==> src/rtl/vga_mem_pkg.sv <==
// vga_mem_pkg: shared owner/state encodings and default widths for the VGA/CPU RAM arbiter
package vga_mem_pkg;
  localparam int ADDR_W_DEF = 24;
  localparam int DATA_W_DEF = 17;
  typedef enum logic [1:0] {OWN_NONE = 2'd0, OWN_VGA = 2'd1, OWN_CPU = 2'd2} owner_t;
  typedef enum logic [1:0] {ST_IDLE = 2'd0, ST_VGA = 2'd1, ST_CPU = 2'd2} state_t;
  typedef struct packed {
    logic   valid;
    owner_t owner;
  } rd_tag_t;
  function automatic owner_t state_owner(input state_t s);
    return s == ST_VGA ? OWN_VGA : s == ST_CPU ? OWN_CPU : OWN_NONE;
  endfunction
endpackage

==> src/rtl/rd_tag_pipe.sv <==
// rd_tag_pipe: DEPTH-deep {valid,owner} shift register aligning read tags with RAM read data
module rd_tag_pipe
  import vga_mem_pkg::*;
#(
  parameter int DEPTH = 1
) (
  input  logic    i_clk,
  input  logic    i_reset,
  input  rd_tag_t i_tag,
  output rd_tag_t o_tag
);
  rd_tag_t r_pipe [DEPTH];
  // shift tags one stage per cycle; reset drops every in-flight read
  always_ff @(posedge i_clk or posedge i_reset) begin
    if (i_reset) begin
      for (int i = 0; i < DEPTH; i++) r_pipe[i] <= '0;
    end else begin
      r_pipe[0] <= i_tag;
      for (int i = 1; i < DEPTH; i++) r_pipe[i] <= r_pipe[i-1];
    end
  end
  assign o_tag = r_pipe[DEPTH-1];
endmodule

==> src/rtl/vga_ram_arbiter.sv <==
// vga_ram_arbiter: shares one RAM port between VGA fetch (priority) and CPU with bounded starvation
module vga_ram_arbiter
  import vga_mem_pkg::*;
#(
  parameter int ADDR_W     = ADDR_W_DEF,
  parameter int DATA_W     = DATA_W_DEF,
  parameter int RAM_LAT    = 1,
  parameter int MAX_VBURST = 4
) (
  input  logic              i_clk,
  input  logic              i_reset,
  input  logic              i_vga_req,
  input  logic              i_vga_urgent,
  input  logic [ADDR_W-1:0] i_vga_addr,
  output logic              o_vga_gnt,
  output logic              o_vga_rvalid,
  output logic [DATA_W-1:0] o_vga_rdata,
  input  logic              i_cpu_req,
  input  logic              i_cpu_we,
  input  logic [ADDR_W-1:0] i_cpu_addr,
  input  logic [DATA_W-1:0] i_cpu_wdata,
  output logic              o_cpu_gnt,
  output logic              o_cpu_rvalid,
  output logic [DATA_W-1:0] o_cpu_rdata,
  output logic              o_ram_en,
  output logic              o_ram_we,
  output logic [ADDR_W-1:0] o_ram_addr,
  output logic [DATA_W-1:0] o_ram_wdata,
  input  logic [DATA_W-1:0] i_ram_rdata
);
  state_t            r_state, w_state_nxt;
  logic [3:0]        r_vcnt, w_vcnt_nxt;
  logic              w_vga_win, w_cpu_win;
  logic              r_ram_en, r_ram_we;
  logic [ADDR_W-1:0] r_ram_addr;
  logic [DATA_W-1:0] r_ram_wdata;
  logic              r_vga_rvalid, r_cpu_rvalid;
  logic [DATA_W-1:0] r_vga_rdata, r_cpu_rdata;
  rd_tag_t           w_tag_in, w_tag_out;
  logic              w_vga_ret, w_cpu_ret;
  // arbitration: VGA wins unless the CPU has waited out a full burst and VGA is not urgent
  always_comb begin
    w_vga_win   = i_vga_req && (!i_cpu_req || r_vcnt < 4'(MAX_VBURST) || i_vga_urgent);
    w_cpu_win   = i_cpu_req && !w_vga_win;
    w_state_nxt = w_vga_win ? ST_VGA : w_cpu_win ? ST_CPU : ST_IDLE;
    w_vcnt_nxt  = (!i_cpu_req || w_cpu_win) ? 4'd0 :
                  (w_vga_win && r_vcnt < 4'(MAX_VBURST)) ? r_vcnt + 4'd1 : r_vcnt;
  end
  // state register holds the owner of the access issued this cycle, plus the burst counter
  always_ff @(posedge i_clk or posedge i_reset) begin
    if (i_reset) begin
      r_state <= ST_IDLE;
      r_vcnt  <= 4'd0;
    end else begin
      r_state <= w_state_nxt;
      r_vcnt  <= w_vcnt_nxt;
    end
  end
  // registered RAM command; address and write data hold through idle cycles
  always_ff @(posedge i_clk or posedge i_reset) begin
    if (i_reset) begin
      r_ram_en    <= 1'b0;
      r_ram_we    <= 1'b0;
      r_ram_addr  <= '0;
      r_ram_wdata <= '0;
    end else begin
      r_ram_en <= w_vga_win || w_cpu_win;
      r_ram_we <= w_cpu_win && i_cpu_we;
      if (w_vga_win) r_ram_addr <= i_vga_addr;
      else if (w_cpu_win) r_ram_addr <= i_cpu_addr;
      if (w_cpu_win) r_ram_wdata <= i_cpu_wdata;
    end
  end
  assign w_tag_in = '{valid: r_ram_en && !r_ram_we, owner: state_owner(r_state)};
  rd_tag_pipe #(.DEPTH(RAM_LAT)) u_tag_pipe (
    .i_clk  (i_clk),
    .i_reset(i_reset),
    .i_tag  (w_tag_in),
    .o_tag  (w_tag_out)
  );
  assign w_vga_ret = w_tag_out.valid && w_tag_out.owner == OWN_VGA;
  assign w_cpu_ret = w_tag_out.valid && w_tag_out.owner == OWN_CPU;
  // registered read return steered by the tag at the pipe tail; rdata holds between pulses
  always_ff @(posedge i_clk or posedge i_reset) begin
    if (i_reset) begin
      r_vga_rvalid <= 1'b0;
      r_cpu_rvalid <= 1'b0;
      r_vga_rdata  <= '0;
      r_cpu_rdata  <= '0;
    end else begin
      r_vga_rvalid <= w_vga_ret;
      r_cpu_rvalid <= w_cpu_ret;
      if (w_vga_ret) r_vga_rdata <= i_ram_rdata;
      if (w_cpu_ret) r_cpu_rdata <= i_ram_rdata;
    end
  end
  assign o_vga_gnt    = r_state == ST_VGA;
  assign o_cpu_gnt    = r_state == ST_CPU;
  assign o_ram_en     = r_ram_en;
  assign o_ram_we     = r_ram_we;
  assign o_ram_addr   = r_ram_addr;
  assign o_ram_wdata  = r_ram_wdata;
  assign o_vga_rvalid = r_vga_rvalid;
  assign o_vga_rdata  = r_vga_rdata;
  assign o_cpu_rvalid = r_cpu_rvalid;
  assign o_cpu_rdata  = r_cpu_rdata;
endmodule
==> config.mk <==
export PLATFORM = sky130hd
export DESIGN_NAME = vga_ram_arbiter
export DESIGN_NICKNAME = d
export VERILOG_FILES = /design/src/rtl/vga_mem_pkg.sv /design/src/rtl/rd_tag_pipe.sv /design/src/rtl/vga_ram_arbiter.sv
export SDC_FILE = /design/constraint.sdc
export NUM_CORES = 1
export LEC_CHECK = 0
export CORE_UTILIZATION = 41
export DETAILED_ROUTE_END_ITERATION = 12
export PLACE_DENSITY_LB_ADDON = 0.3
export SYNTH_ARGS = -nofsm -noshare
export SYNTH_HDL_FRONTEND = slang
export SYNTH_SLANG_ARGS = --single-unit
==> constraint.sdc <==
create_clock -name i_clk -period 3.8 [get_ports i_clk]
set_clock_uncertainty 0.1 [all_clocks]
set_input_delay 1.14 -clock i_clk [delete_from_list [all_inputs] [get_ports i_clk]]
set_output_delay 1.14 -clock i_clk [all_outputs]
set_load 0.01 [all_outputs]
==> results.toml <==
[critical_path]
path_cells = "nor2b_1 > clkdlybuf4s50_1"
crit_path_max_fanout = 2
critPathKind = "reg -> out"
arrival_ns = 1.44
reg2reg_to = "o_ram_addr[17]$_DFFE_PP0P_"
end_kind = "primary output"
cp.required_ns = 2.56
reg2reg_depth = 4
cpPeakStageDelay_ns = 0.59
rrSetupSlack_ns = 2.17
worst_path_max_delay_cell = "clkdlybuf4s50_1"
worstSetupStartpointType = "flip-flop"
reg2reg_from = "r_vcnt[2]$_DFFE_PP0P_"

[final_layout]
fin_cells = 507
stdcell_area_um2 = 5600
utilization = 0.668
final_nets = 487
area_growth_pct = 55.2
final_cell_mix = "clkdlybuf4s50_1 (168), mux2_2 (91), dfrtp_1 (88)"
drive_gt1_frac = 0.313
nFillCells = 630
layout_commonest_cell = "clkdlybuf4s50_1"
diodes = 0

[floorplan]
die_x_um = 95.8
ios = 169
die_h_um = 95.8
start_util = 0.431
core_um2 = 8380
rows = 33
dieArea_um2 = 9180

[detailed_routing]
ant_nets = 0
drt_pass1_iterations = 3
wl_per_cell_um = 15.2
routed_wl_mm = 7.73
via_count = 2439
drtIter0Drc = 32
vias_per_cell = 4.81
drc = 0

[logic_synthesis]
yosysSeqAreaShare = 0.610
syn_nets = 311
postSynthCellCount = 222
synthArstFlopShare = 1.00
yosysUniqueCellTypes = 22
yosysWarnings = 0
synth_edf_count = 0
syn-mean-instance-area_um2 = 16.3
ys_ff_latch = 88
netlist_area_um2 = 3610
synth_flop_cell = "dfrtp_1"

[pwr]
switching_power_mw = 0.603
power_density_nw_per_um2 = 449
swShare = 0.240
clockPowerShare = 0.266
p_leak_nw = 2.34
p_int_mw = 1.91
p_comb_frac = 0.275
power_mw = 2.51
p_seq_frac = 0.458
ir_worst_vdd_uv = 272

[timing]
rsz0062_at_grt = "false"
fmax_mhz = 373
slew_headroom = 0.662
worst_slew_pin_slew_ns = 0.504
setup_tns_ns = 0
setup_viol = 0
hold_ws_ns = 0.326
fin_ws_ns = 1.12
final.period_utilization = 0.706
period_minus_slack_ns = 2.68
hold_viol_final = 0
slew_viol_final = 0

[clocking]
cts_buffers = 9
clockRootBuffer = "clkbuf_8"
post_cts_resized = 0
cts_tree = "done"
clk_pin_slew_ns = 0.08
ctsHtreeMaxLevel = 3
clock_sinks = 88
cts_setup_buffers = 0
ctsHoldBuffers = 0
cts_buffer_depth = 2
worstSkewPairLatency_ns = 0.34

[worst_hold_path]
hold_start = "r_state[1]$_DFF_PP0_"
hold_class = "reg -> reg"
hold_end = "u_tag_pipe.o_tag[0]$_DFF_PP0_"
holdPathStages = 1

[placed_design]
place_ws_ns = 0.807
place_hpwl_mm = 5.59
dpl_cell_area_um2 = 5400
portBuffers = 168
place_congestion = 0.723
dp.cells = 492

[global_route]
grt_util_all_layers = 0.178
antenna_found_initial = 0
grt_pass1_wl_mm = 12.2
grt_pass1_vias = 2614
globalRoute.totalOverflow = 0
grt_max_degree = 89

[job]
maxCapViolCount = 0

[outcome]
status = "finished clean"
==> worst max-delay path by stage <==
stage                                     from                          to  slack (ns)  depth (start not counted)
after global placement               i_cpu_req  o_ram_addr[10]$_DFFE_PP0P_        0.85                          6
after global routing      r_state[0]$_DFF_PP0_                   o_cpu_gnt        1.00                          2
final                     r_state[0]$_DFF_PP0_                   o_cpu_gnt        1.12                          2
after CTS                 r_state[0]$_DFF_PP0_                   o_cpu_gnt        1.08                          2
after floorplan                        i_reset  o_cpu_rdata[0]$_DFFE_PP0P_        0.28                          1
after detailed placement             i_cpu_req  o_ram_addr[17]$_DFFE_PP0P_        0.81                          6
==> synthesized netlist by cell type (2+ instances only) <==
library cell  instances  share of area
nand3b_2              2         0.0062
nor2_1                4         0.0042
buf_6                 3         0.0094
mux2_2               91           0.28
dfrtp_1              88           0.61
mux2_4                8          0.033
nor2b_1               3         0.0052
inv_1                 5         0.0052
a21oi_1               2         0.0028
buf_2                 4         0.0055
==> sequential cells by signal (all words and copies together), names as in the netlist <==
signal and flops:
o_ram_addr 24, o_cpu_rdata 17, o_ram_wdata 17, o_vga_rdata 17, r_vcnt 4, u_tag_pipe.o_tag 3
r_state 2, o_cpu_rvalid 1, o_ram_en 1, o_ram_we 1, o_vga_rvalid 1
==> kinds of logic after synthesis <==
kind of cell               synth area share
AOI/OAI and AO/OA                    0.0184
adders and majority gates           0.00347
muxes                                 0.317
DFF                                   0.610
xor gates and xnor gates            0.00243
and+or+nand+nor                      0.0218
buffers and inverters                0.0267
==> power groups by stage <==
stage / clock [mW] / combinational, mW / sequential [mW]
2_1_floorplan: 0 / 0.212 / 1.24
3_3_place_gp: 0 / 0.690 / 1.16
3_5_place_dp: 0 / 0.700 / 1.17
4_1_cts: 0.703 / 0.703 / 1.15
5_1_grt: 0.736 / 0.744 / 1.17
6_report: 0.670 / 0.691 / 1.15
==> critical path: cells and delay by family (launching register included) <==
family        cells  cell delay [ns]
simple gates      1             0.14
buf+inv           1             0.59
flops             1             0.38
==> routing by layer <==
| metal | routed length (um) | global-route usage |
|---|---|---|
| met1 | 3120 | 0.212 |
| met2 | 3580 | 0.282 |
| met3 | 921 | 0.0790 |
| met4 | 101 | 0.0709 |
| met5 | 0 | 0 |
==> final cells by class <==
| class | instances | area, um2 | area share |
|---|---|---|---|
| inverters | 6 | 23.8 | 0.00424 |
| repair buffers | 173 | 1730 | 0.309 |
| flip-flops and latches | 88 | 2200 | 0.393 |
| clock buffers | 11 | 131 | 0.0235 |
| well taps | 105 | 131 | 0.0235 |
| clock inverters | 4 | 70.1 | 0.0125 |
| multi-input cells | 120 | 1310 | 0.234 |
Power figures use the tool's default switching activity.
